## src/rtl/bj_pkg.sv

```systemverilog
`default_nettype none
// ============================================================================
//  Module : bj_pkg
//  Blackjack round-sequencer states, result codes, limits and card helpers.
//  Rev    : 1.0  initial release
// ============================================================================
package bj_pkg;

  typedef enum logic [3:0] {
    SHUFFLE,
    DEAL_P1,
    DEAL_D1,
    DEAL_P2,
    DEAL_D2,
    WAIT,
    PLAYER_TURN,
    PLAYER_DRAW,
    DEALER_TURN,
    DEALER_DRAW,
    RESULT
  } state_t;

  localparam logic [1:0] RES_NONE = 2'b00;
  localparam logic [1:0] RES_WIN  = 2'b01;
  localparam logic [1:0] RES_LOSE = 2'b10;
  localparam logic [1:0] RES_TIE  = 2'b11;

  localparam logic [4:0] BJ_LIMIT     = 5'd21;
  localparam logic [4:0] DEALER_STAND = 5'd17;

  // Faces and illegal ranks both count as 10; aces count as 1 here.
  function automatic logic [4:0] card_value(input logic [3:0] rank);
    if (rank >= 4'd1 && rank <= 4'd10) return {1'b0, rank};
    return 5'd10;
  endfunction

  function automatic logic bad_rank(input logic [3:0] rank);
    return (rank == 4'd0) || (rank > 4'd13);
  endfunction

endpackage
`default_nettype wire

```

## src/rtl/bj_round_ctrl_if.sv

```systemverilog
`default_nettype none
// ============================================================================
//  Module : bj_round_ctrl_if
//  Shuffle and card req/ack handshake between round sequencer and deck.
//  Rev    : 1.0  initial release
// ============================================================================
interface bj_round_ctrl_if;
  logic       shuffle_start;
  logic       shuffle_done;
  logic       card_req;
  logic       card_ack;
  logic [3:0] card_val;

  modport master (
    output shuffle_start, card_req,
    input  shuffle_done, card_ack, card_val
  );

  modport slave (
    input  shuffle_start, card_req,
    output shuffle_done, card_ack, card_val
  );
endinterface
`default_nettype wire

```

## src/rtl/bj_hand_acc.sv

```systemverilog
`default_nettype none
// ============================================================================
//  Module : bj_hand_acc
//  One blackjack hand: raw sum, ace flag, card count, best sum and error.
//  Rev    : 1.0  initial release
// ============================================================================
module bj_hand_acc
  import bj_pkg::*;
(
  input  wire        clk,
  input  wire        rst,
  input  wire        clear,
  input  wire        add,
  input  wire  [3:0] rank,
  output logic [4:0] best,
  output logic [3:0] count,
  output logic       bust,
  output logic       err
);

  logic [4:0] raw;
  logic       has_ace;

  always_ff @(posedge clk or posedge rst) begin
    if (rst) begin
      raw     <= 5'd0;
      has_ace <= 1'b0;
      count   <= 4'd0;
      err     <= 1'b0;
    end else if (clear) begin
      raw     <= 5'd0;
      has_ace <= 1'b0;
      count   <= 4'd0;
      err     <= 1'b0;
    end else if (add) begin
      raw <= raw + card_value(rank);
      if (rank == 4'd1) has_ace <= 1'b1;
      if (bad_rank(rank)) err <= 1'b1;
      if (count != 4'hF) count <= count + 4'd1;
    end
  end

  // A single ace can be promoted to 11 only while it does not overshoot 21.
  assign best = (has_ace && raw <= 5'd11) ? raw + 5'd10 : raw;
  assign bust = best > BJ_LIMIT;

endmodule
`default_nettype wire

```

## src/rtl/bj_round_ctrl.sv

```systemverilog
`default_nettype none
// ============================================================================
//  Module : bj_round_ctrl
//  Blackjack round sequencer: shuffle, paced deal, player/dealer turns, result.
//  Rev    : 1.0  initial release
// ============================================================================
module bj_round_ctrl
  import bj_pkg::*;
#(
  parameter int                 TIMER_W    = 27,
  parameter logic [TIMER_W-1:0] GAME_TIMER = 27'd50_000_000
) (
  input  wire                    CLOCK_50,
  input  wire                    reset,
  input  wire                    hit_pulse,
  input  wire                    stay_pulse,
  bj_round_ctrl_if.master        deck,
  output logic [4:0]             player_sum,
  output logic [4:0]             dealer_sum,
  output logic [3:0]             player_cards,
  output logic                   dealer_hidden,
  output logic [1:0]             result,
  output logic                   game_over,
  output logic                   card_err
);

  // A zero pacing delay still spends one cycle in WAIT.
  localparam logic [TIMER_W-1:0] LAST_TICK =
    (GAME_TIMER == '0) ? '0 : GAME_TIMER - 1'b1;

  state_t               state;
  state_t               ret_state;
  state_t               next_deal;
  logic [TIMER_W-1:0]   timer;
  logic                 issued;
  logic                 shuffle_pulse;
  logic                 req;
  logic                 take;
  logic                 p_add;
  logic                 d_add;
  logic                 clear_hands;
  logic [4:0]           p_best;
  logic [4:0]           d_best;
  logic [3:0]           d_count;
  logic                 p_bust;
  logic                 d_bust;
  logic                 p_err;
  logic                 d_err;
  logic [4:0]           dealer_first;

  assign take        = req && deck.card_ack;
  assign p_add       = take && (state == DEAL_P1 || state == DEAL_P2 || state == PLAYER_DRAW);
  assign d_add       = take && (state == DEAL_D1 || state == DEAL_D2 || state == DEALER_DRAW);
  assign clear_hands = (state == RESULT) && (hit_pulse || stay_pulse);

  always_comb begin
    next_deal = PLAYER_TURN;
    case (state)
      DEAL_P1:     next_deal = DEAL_D1;
      DEAL_D1:     next_deal = DEAL_P2;
      DEAL_P2:     next_deal = DEAL_D2;
      DEALER_DRAW: next_deal = DEALER_TURN;
      default:     next_deal = PLAYER_TURN;
    endcase
  end

  always_ff @(posedge CLOCK_50 or posedge reset) begin
    if (reset) begin
      state         <= SHUFFLE;
      ret_state     <= SHUFFLE;
      timer         <= '0;
      issued        <= 1'b0;
      shuffle_pulse <= 1'b0;
      req           <= 1'b0;
      dealer_hidden <= 1'b1;
      result        <= RES_NONE;
      game_over     <= 1'b0;
    end else begin
      shuffle_pulse <= 1'b0;
      case (state)
        SHUFFLE: begin
          if (!issued) begin
            shuffle_pulse <= 1'b1;
            issued        <= 1'b1;
          end else if (deck.shuffle_done) begin
            state <= DEAL_P1;
          end
        end
        DEAL_P1, DEAL_D1, DEAL_P2, DEAL_D2, PLAYER_DRAW, DEALER_DRAW: begin
          if (take) begin
            req       <= 1'b0;
            ret_state <= next_deal;
            timer     <= '0;
            state     <= WAIT;
          end else begin
            req <= 1'b1;
          end
        end
        WAIT: begin
          if (timer == LAST_TICK) begin
            timer <= '0;
            state <= ret_state;
          end else begin
            timer <= timer + 1'b1;
          end
        end
        PLAYER_TURN: begin
          if (p_bust) begin
            result    <= RES_LOSE;
            game_over <= 1'b1;
            state     <= RESULT;
          end else if (p_best == BJ_LIMIT || stay_pulse) begin
            dealer_hidden <= 1'b0;
            state         <= DEALER_TURN;
          end else if (hit_pulse) begin
            state <= PLAYER_DRAW;
          end
        end
        DEALER_TURN: begin
          if (d_best < DEALER_STAND) begin
            state <= DEALER_DRAW;
          end else begin
            game_over <= 1'b1;
            state     <= RESULT;
            if (d_bust || p_best > d_best) result <= RES_WIN;
            else if (p_best < d_best)      result <= RES_LOSE;
            else                           result <= RES_TIE;
          end
        end
        RESULT: begin
          if (hit_pulse || stay_pulse) begin
            result        <= RES_NONE;
            game_over     <= 1'b0;
            dealer_hidden <= 1'b1;
            issued        <= 1'b0;
            state         <= SHUFFLE;
          end
        end
        default: state <= SHUFFLE;
      endcase
    end
  end

  // Up-card shown on the display while the hole card is concealed.
  always_ff @(posedge CLOCK_50 or posedge reset) begin
    if (reset) begin
      dealer_first <= 5'd0;
    end else if (clear_hands) begin
      dealer_first <= 5'd0;
    end else if (d_add && d_count == 4'd0) begin
      dealer_first <= (deck.card_val == 4'd1) ? 5'd11 : card_value(deck.card_val);
    end
  end

  bj_hand_acc u_player (
    .clk   (CLOCK_50),
    .rst   (reset),
    .clear (clear_hands),
    .add   (p_add),
    .rank  (deck.card_val),
    .best  (p_best),
    .count (player_cards),
    .bust  (p_bust),
    .err   (p_err)
  );

  bj_hand_acc u_dealer (
    .clk   (CLOCK_50),
    .rst   (reset),
    .clear (clear_hands),
    .add   (d_add),
    .rank  (deck.card_val),
    .best  (d_best),
    .count (d_count),
    .bust  (d_bust),
    .err   (d_err)
  );

  assign deck.shuffle_start = shuffle_pulse;
  assign deck.card_req      = req;
  assign player_sum         = p_best;
  assign dealer_sum         = dealer_hidden ? dealer_first : d_best;
  assign card_err           = p_err || d_err;

endmodule
`default_nettype wire

```

## src/flat_wrapper.sv

```systemverilog
// flat-port wrapper written by rule: the top's interface ports become plain ports
module bj_round_ctrl_flat import bj_pkg::*;
#(
  parameter int                 TIMER_W    = 27,
  parameter logic [TIMER_W-1:0] GAME_TIMER = 27'd50_000_000
)
  (CLOCK_50, reset, hit_pulse, stay_pulse, player_sum, dealer_sum, player_cards, dealer_hidden, result, game_over, card_err, deck_shuffle_start, deck_card_req, deck_shuffle_done, deck_card_ack, deck_card_val);
  bj_round_ctrl_if deck_i ();
  input  wire CLOCK_50;
  input  wire reset;
  input  wire hit_pulse;
  input  wire stay_pulse;
  output logic [4:0] player_sum;
  output logic [4:0] dealer_sum;
  output logic [3:0] player_cards;
  output logic dealer_hidden;
  output logic [1:0] result;
  output logic game_over;
  output logic card_err;
  output wire logic [$bits(deck_i.shuffle_start)-1:0] deck_shuffle_start;
  output wire logic [$bits(deck_i.card_req)-1:0] deck_card_req;
  input wire logic [$bits(deck_i.shuffle_done)-1:0] deck_shuffle_done;
  input wire logic [$bits(deck_i.card_ack)-1:0] deck_card_ack;
  input wire logic [$bits(deck_i.card_val)-1:0] deck_card_val;
  assign deck_shuffle_start = deck_i.shuffle_start;
  assign deck_card_req = deck_i.card_req;
  assign deck_i.shuffle_done = deck_shuffle_done;
  assign deck_i.card_ack = deck_card_ack;
  assign deck_i.card_val = deck_card_val;
  bj_round_ctrl #(.TIMER_W(TIMER_W), .GAME_TIMER(GAME_TIMER)) u_core (.CLOCK_50(CLOCK_50), .reset(reset), .hit_pulse(hit_pulse), .stay_pulse(stay_pulse), .deck(deck_i), .player_sum(player_sum), .dealer_sum(dealer_sum), .player_cards(player_cards), .dealer_hidden(dealer_hidden), .result(result), .game_over(game_over), .card_err(card_err));
endmodule
```

## config.mk

```make
export PLATFORM = sky130hd
export DESIGN_NAME = bj_round_ctrl_flat
export DESIGN_NICKNAME = d
export VERILOG_FILES = /design/src/rtl/bj_pkg.sv /design/src/rtl/bj_round_ctrl_if.sv /design/src/rtl/bj_hand_acc.sv /design/src/rtl/bj_round_ctrl.sv /design/src/flat_wrapper.sv
export SDC_FILE = /design/constraint.sdc
export NUM_CORES = 1
export LEC_CHECK = 0
export BUFFER_PORTS_ARGS = -buffer_cell sky130_fd_sc_hd__clkbuf_2
export CAP_MARGIN = 20
export CORE_ASPECT_RATIO = 0.8
export CORE_UTILIZATION = 60
export DETAILED_ROUTE_END_ITERATION = 10
export GPL_TIMING_DRIVEN = 1
export PLACE_DENSITY = 0.79
export SETUP_SLACK_MARGIN = 0.02
export SKIP_LAST_GASP = 1
export SYNTH_ARGS = -nofsm -noshare
export SYNTH_HDL_FRONTEND = slang
export SYNTH_SLANG_ARGS = --single-unit
```

## constraint.sdc

```tcl
create_clock -name CLOCK_50 -period 5.4 [get_ports CLOCK_50]
set_clock_uncertainty 0.1 [all_clocks]
set_input_delay 0.54 -clock CLOCK_50 [delete_from_list [all_inputs] [get_ports CLOCK_50]]
set_output_delay 0.54 -clock CLOCK_50 [all_outputs]
set_load 0.05 [all_outputs]
```

Word level (Yosys, flattened, before mapping)
Cells that the tools add are included.

operators by class
  $add $sub $neg = 7
  $mul = 0
  divide/modulo/power cells = 0
  magnitude comparators = 10
  eq/ne operators = 25
  shift-type cells = 0
  mux-type cells = 73
  bitwise logic cells = 0
  reductions and logical operators = 44

operators by type and width
  operator               number
  $mux 5                 18
  $mux 4                 14
  $mux 27                2
  $pmux 27 s2            1
  $add 27x1->27 const B  1
  $eq 27x26->1 const B   1
  $mux 1                 27
  $pmux 4 s6             1
  $reduce_bool 2->1      10
  $reduce_and 2->1       9
  $eq 4x3->1 const B     4
  $pmux 4 s4             1
  $eq 4x4->1 const B     3
  $logic_not 4->1        3
  $add 5x4->5 const B    2
  $add 5x5->5            2
  $gt 5x5->1 const B     2
  $le 5x4->1 const B     2
  $mux 2                 5
  $ne 2x1->1 const B     5
  $logic_or 1x1->1       9
  $add 4x1->4 const B    2
  $eq 4x1->1 const B     2
  $eq 4x2->1 const B     2
  18 further kinds       31

word-level totals
  register bits after elaboration = 69
  bits in latches = 0
  bits in writable memories = 0
  memory bits (read-only) = 0
  logic and storage cells = 177
  memories = 0

Longest topological paths before layout
  depth after elaboration = 12
  depth in mapped cells = 14
  gate-level depth less buffers = 13

Modules after synthesis
Synthesis repeated with hierarchy kept, for this count alone.

second synthesis, totals
  cells, all modules = 540
  area, all modules = 4728.3 µm²

modules (own cells, without submodules)
  module         times used  cells an instance  area each (µm²)  seq. area each (µm²)
  bj_round_ctrl  1           340                2981.6           1152.4
  bj_hand_acc    2           100                873.3            275.3

Least setup slack after synthesis
OpenSTA, ideal clock, no wires.

  kind = flip-flop to flip-flop
  from = register u_core.u_player.raw[2]
  to = register u_core.result[0]
  data arrival time = 3.448 ns
  path slack = 1.731 ns
  stages on the path, launching flop included = 15
  path buffers = 1
  period minus slack after synthesis = 3.669 ns
  cells stage by stage = dfrtp_1 > clkbuf_1 > inv_1 > ha_1 > and3_1 > o21ai_0 > a21oi_1 > nor2_1 > ha_1 > and4b_1 > a211oi_1 > a41oi_1 > a21o_1 > a211o_1 > a22o_1

on the way
  cells in the longest elaborated chain, start to end = 8
  elaborated cells on any way between the ends = 14
  classes of those cells = 1 x add/sub; 4 x order compare; 1 x eq/ne; 5 x mux; 3 x reduce/logical

RTL lines
  item                                               line                                        RTL
  start: declaration                                 bj_hand_acc.sv:21                           logic [4:0] raw;
  start signal: assignment                           bj_hand_acc.sv:36                           raw <= raw + card_value(rank);
  $le 5x4->1 (*)                                     bj_hand_acc.sv:44                           assign best = (has_ace && raw <= 5'd11) ? raw + 5'd10 : raw;
  $logic_and 1x1->1 (*)                              bj_hand_acc.sv:44
  $mux 5 (*)                                         bj_hand_acc.sv:44
  net player_sum[1]                                  flat_wrapper.sv:13                          output logic [4:0] player_sum;
  $lt 5x5->1 / $gt 5x5->1 (equally long branches)    bj_round_ctrl.sv:126, bj_round_ctrl.sv:125
  $mux 1 / $logic_or 1x1->1 (equally long branches)  bj_round_ctrl.sv:126, bj_round_ctrl.sv:125
  $mux 2                                             bj_round_ctrl.sv:125                        if (d_bust || p_best > d_best) result <= RES_WIN;
  $mux 2                                             bj_round_ctrl.sv:120                        if (d_best < DEALER_STAND) begin
  $pmux 2 s3                                         bj_round_ctrl.sv:80                         case (state)
  end signal: assignment                             bj_round_ctrl.sv:125
  end signal: assignment                             bj_round_ctrl.sv:126                        else if (p_best < d_best) result <= RES_LOSE;
  end signal: assignment                             bj_round_ctrl.sv:127                        else result <= RES_TIE;
  end: declaration                                   bj_round_ctrl.sv:22                         output logic [1:0] result,

Mark *: on every way through the listed nets, which the timed path passes. The rest lies on a longest branch. The select of a mux whose other input is x is not followed.
A chain may end at the register's enable or synchronous reset.

Worst setup path after layout
  from = register u_core.u_player.raw[2]
  to = register u_core.result[0]

on the way
  cells in the longest elaborated chain, start to end = 8
  elaborated cells on any way between the ends = 14
  classes of those cells = 1 x add/sub; 4 x order compare; 1 x eq/ne; 5 x mux; 3 x reduce/logical

RTL lines
  item                                               line
  $le 5x4->1                                         bj_hand_acc.sv:44
  $logic_and 1x1->1                                  bj_hand_acc.sv:44
  $mux 5 (*)                                         bj_hand_acc.sv:44
  $lt 5x5->1 / $gt 5x5->1 (equally long branches)    bj_round_ctrl.sv:126, bj_round_ctrl.sv:125
  $mux 1 / $logic_or 1x1->1 (equally long branches)  bj_round_ctrl.sv:126, bj_round_ctrl.sv:125
  $mux 2                                             bj_round_ctrl.sv:125
  $mux 2                                             bj_round_ctrl.sv:120
  $pmux 2 s3                                         bj_round_ctrl.sv:80

Mark *: on every way between the ends. The rest lies on a longest branch, timed or not. The select of a mux whose other input is x is not followed.

==> impl_metrics.json <==
{
  "min_period_ns": 3.21,
  "synthTopCellsByArea": "dfrtp_1 (36%), o21ai_0 (6.1%), ha_1 (5.4%)",
  "rsz0062_at_grt": "false",
  "ys_ff_latch": 68,
  "synth_top_area_share_pct": 35.9,
  "async_reset_ff_share_pct": 100,
  "path_class": "reg2reg",
  "met3_usage_pct": 6.20,
  "synthesis.area_sq_um": 4670,
  "cts_made_buffers": 9,
  "fmax_ghz": 0.312,
  "grt_pass1_vias": 3782,
  "die_w_um": 101,
  "postSynthCellCount": 538,
  "use_met2_pct": 44.1,
  "dr.first_iter.drc_count": 374,
  "synth_most_common_cell": "dfrtp_1",
  "initial_core_util_pct": 62.5,
  "vias": 4239,
  "grt-ovfl-total": 0,
  "io_pins": 31,
  "die_area_sq_um": 8140,
  "period_share_pct": 59.4,
  "diodes": 0,
  "cts_tree": "done",
  "ys_seq_area_share_pct": 36.5,
  "synth_cell_types": 68,
  "io_buffers": 30,
  "antenna_found_initial": 0,
  "worstHoldPathType": "in2async",
  "core_sq_um": 7460,
  "path_delay_family": "compound AO/OA/AOI/OAI gates",
  "cp_num_buf_inv": 1,
  "status": "complete, no violations",
  "cts_hold_buffers": 0,
  "routed_wirelength_um": 11300,
  "cp_max_fo": 15,
  "drv_slew": 0,
  "die_y_um": 80.9,
  "ir_drop_uv": 158,
  "power.leakage_nw": 2.24,
  "cts.sinks": 68,
  "worst_skew_pair.late_latency_ns": 0.36,
  "cp-start-kind": "register",
  "synth_edf_count": 0,
  "dr.pass1.iters": 5,
  "cts-resized-gates": 0,
  "grt_pass1_wl_um": 18600,
  "clk_pin_slew_ns": 0.08,
  "cpPeakStageDelay_ns": 0.61,
  "multi_input_area_sq_um": 2760,
  "htree_num_levels": 3,
  "fillers": 604,
  "via_per_inst": 6.36,
  "finish.utilization_pct": 68.7,
  "postCtsSetupRepairBufs": 0,
  "final_antenna_net_count": 0,
  "hpwl_um": 7950,
  "synth_nets": 570,
  "hold_violations": 0,
  "crit_chain": "inv_1 -> ha_1 -> nor3b_1 -> nand2_1 -> nand2_1 -> ha_1 -> and4b_1 -> a211oi_1 -> a41oi_1 -> a21o_1 -> a211o_1 -> a22o_1",
  "cts_max_path_buffers": 2,
  "seq_area_sq_um": 1700,
  "drc": 0,
  "cap_violations": 0,
  "grt_max_degree": 69,
  "worstSetupEndpointType": "register",
  "layout.nets": 588,
  "syn_to_final_growth_pct": 9.84,
  "root_buffer": "clkbuf_8",
  "required_ns": 5.56,
  "grt_use_total_pct": 29.5,
  "synthFlopType": "dfrtp_1",
  "busiest_layer": "met2",
  "powerDensity_nw_per_um2": 225,
  "crit_arrival_ns": 3.36,
  "netlist.top_cell.by_area": "dfrtp_1",
  "synth.avg_cell_area_sq_um": 8.67,
  "synth_common_cells": "dfrtp_1 (67), nand2_1 (57), o21ai_0 (57)",
  "globalRouteMet1Util_pct": 42.5,
  "drive_above_1_share_pct": 13.0,
  "post_drt_wl_per_cell_um": 17.0,
  "relSlewSlack_pct": 29.4,
  "worst_pin_slew_ns": 1.06,
  "tns_ns": 0,
  "setup_viol": 0,
  "gp_congestion": 0.906,
  "ys.warnings.count": 0,
  "reg2reg_slack_ns": 2.19,
  "rows": 28,
  "crit_slowest_cell": "dfrtp_1"
}
==> path summary, 6_finish.rpt <==
path | startpoint | end | cells past startpoint
worst min-delay path | reset | u_core.u_dealer.count[1] | 3
max in group asynchronous | reset | u_core.ret_state[0] | 3
worst max register to register | u_core.u_player.raw[2] | u_core.result[0] | 12
min in group CLOCK_50 | u_core.issued | u_core.deck.shuffle_start | 1
worst max-delay path | u_core.u_player.raw[2] | u_core.result[0] | 12
worst min register to register | u_core.issued | u_core.deck.shuffle_start | 1
==> kinds of logic after synthesis <==
| logic type | after synthesis | share of synthesized area [%] |
|---|---|---|
| simple gates | 205 | 23.3 |
| compound gates | 161 | 23.0 |
| flops | 68 | 36.5 |
| buf+inv | 50 | 4.42 |
| fa+ha+maj | 22 | 6.22 |
| xor+xnor | 19 | 3.57 |
| mux | 13 | 3.06 |
==> sequential cells by signal (all words and copies together) (netlist names), 2 cells and up <==
signal / cells
u_core.u_player.raw: 5
u_core.u_dealer.raw: 5
u_core.u_player.count: 4
u_core.u_dealer.count: 4
u_core.state: 4
u_core.timer: 27
u_core.result: 2
u_core.ret_state: 4
u_core.dealer_first: 4
==> layout make-up <==
cell class | instances | area share [%]
multi-input combinational | 420 | 53.9
sequential | 68 | 33.2
timing repair buffer | 32 | 3.22
clock inverter | 7 | 2.86
tap | 105 | 2.56
clock buffer | 9 | 2.42
inverter | 25 | 1.83
==> report_power, final <==
| group | switching [W] | internal [W] | total, W |
|---|---|---|---|
| registers | 0.00000481 | 0.000512 | 0.000517 |
| logic | 0.0000430 | 0.0000208 | 0.0000637 |
| clock network | 0.000219 | 0.000357 | 0.000576 |
==> cell usage in the layout (no fill, tap or decap), types with 3 or more instances in the layout <==
cell / n
nor4b_1: 3
nor2b_1: 16
a211oi_1: 8
dfrtp_1: 67
a22o_1: 4
nand3_1: 17
o21ai_0: 57
bufinv_16: 4
nor3_1: 10
a41oi_1: 5
clkbuf_8: 9
o21ai_1: 3
nor4_1: 3
a21oi_1: 23
a21o_1: 7
ha_1: 20
o31ai_1: 14
and3_1: 5
mux2i_1: 9
o21a_1: 4
xnor2_1: 4
nand2b_1: 7
xor2_1: 15
nor3b_1: 4
or2_2: 4
clkbuf_2: 30
o211ai_1: 5
inv_1: 24
nand2_1: 57
and4_1: 3
and2_1: 5
or3_1: 4
a31oi_1: 10
nor2_1: 37
nand4_1: 15
==> per-stage QoR <==
stage | hold WS, ns | area (sq um) | power, W | setup WS (ns) | std cells
2_1_floorplan | 0.325 | 4670 | 0.000572 | 1.73 | 538
3_3_place_gp | 0.340 | 4860 | 0.000588 | 2.35 | 650
3_5_place_dp | 0.350 | 4860 | 0.000590 | 2.24 | 650
4_1_cts | 0.341 | 5130 | 0.00116 | 2.23 | 666
5_1_grt | 0.401 | 5130 | 0.00120 | 1.93 | 666
6_report | 0.323 | 5130 | 0.00116 | 2.19 | 666
==> routing by layer <==
metal | vias up | routed length, um
li1 | 2017 | -
met1 | 2031 | 5280
met2 | 171 | 5050
met3 | 20 | 849
met4 | 0 | 170
met5 | - | 0
==> worst register-to-register path: cells and delay by family, from the launching register on <==
kind	cells	cell delay, ns
adder cells (fa/ha/maj)	2	0.57
AO/OA/AOI/OAI	5	0.96
flip-flops	1	0.61
AND/OR/NAND/NOR	4	0.72
buffers and inverters	1	0.13
Note: power is estimated with default switching activity, not from simulation.
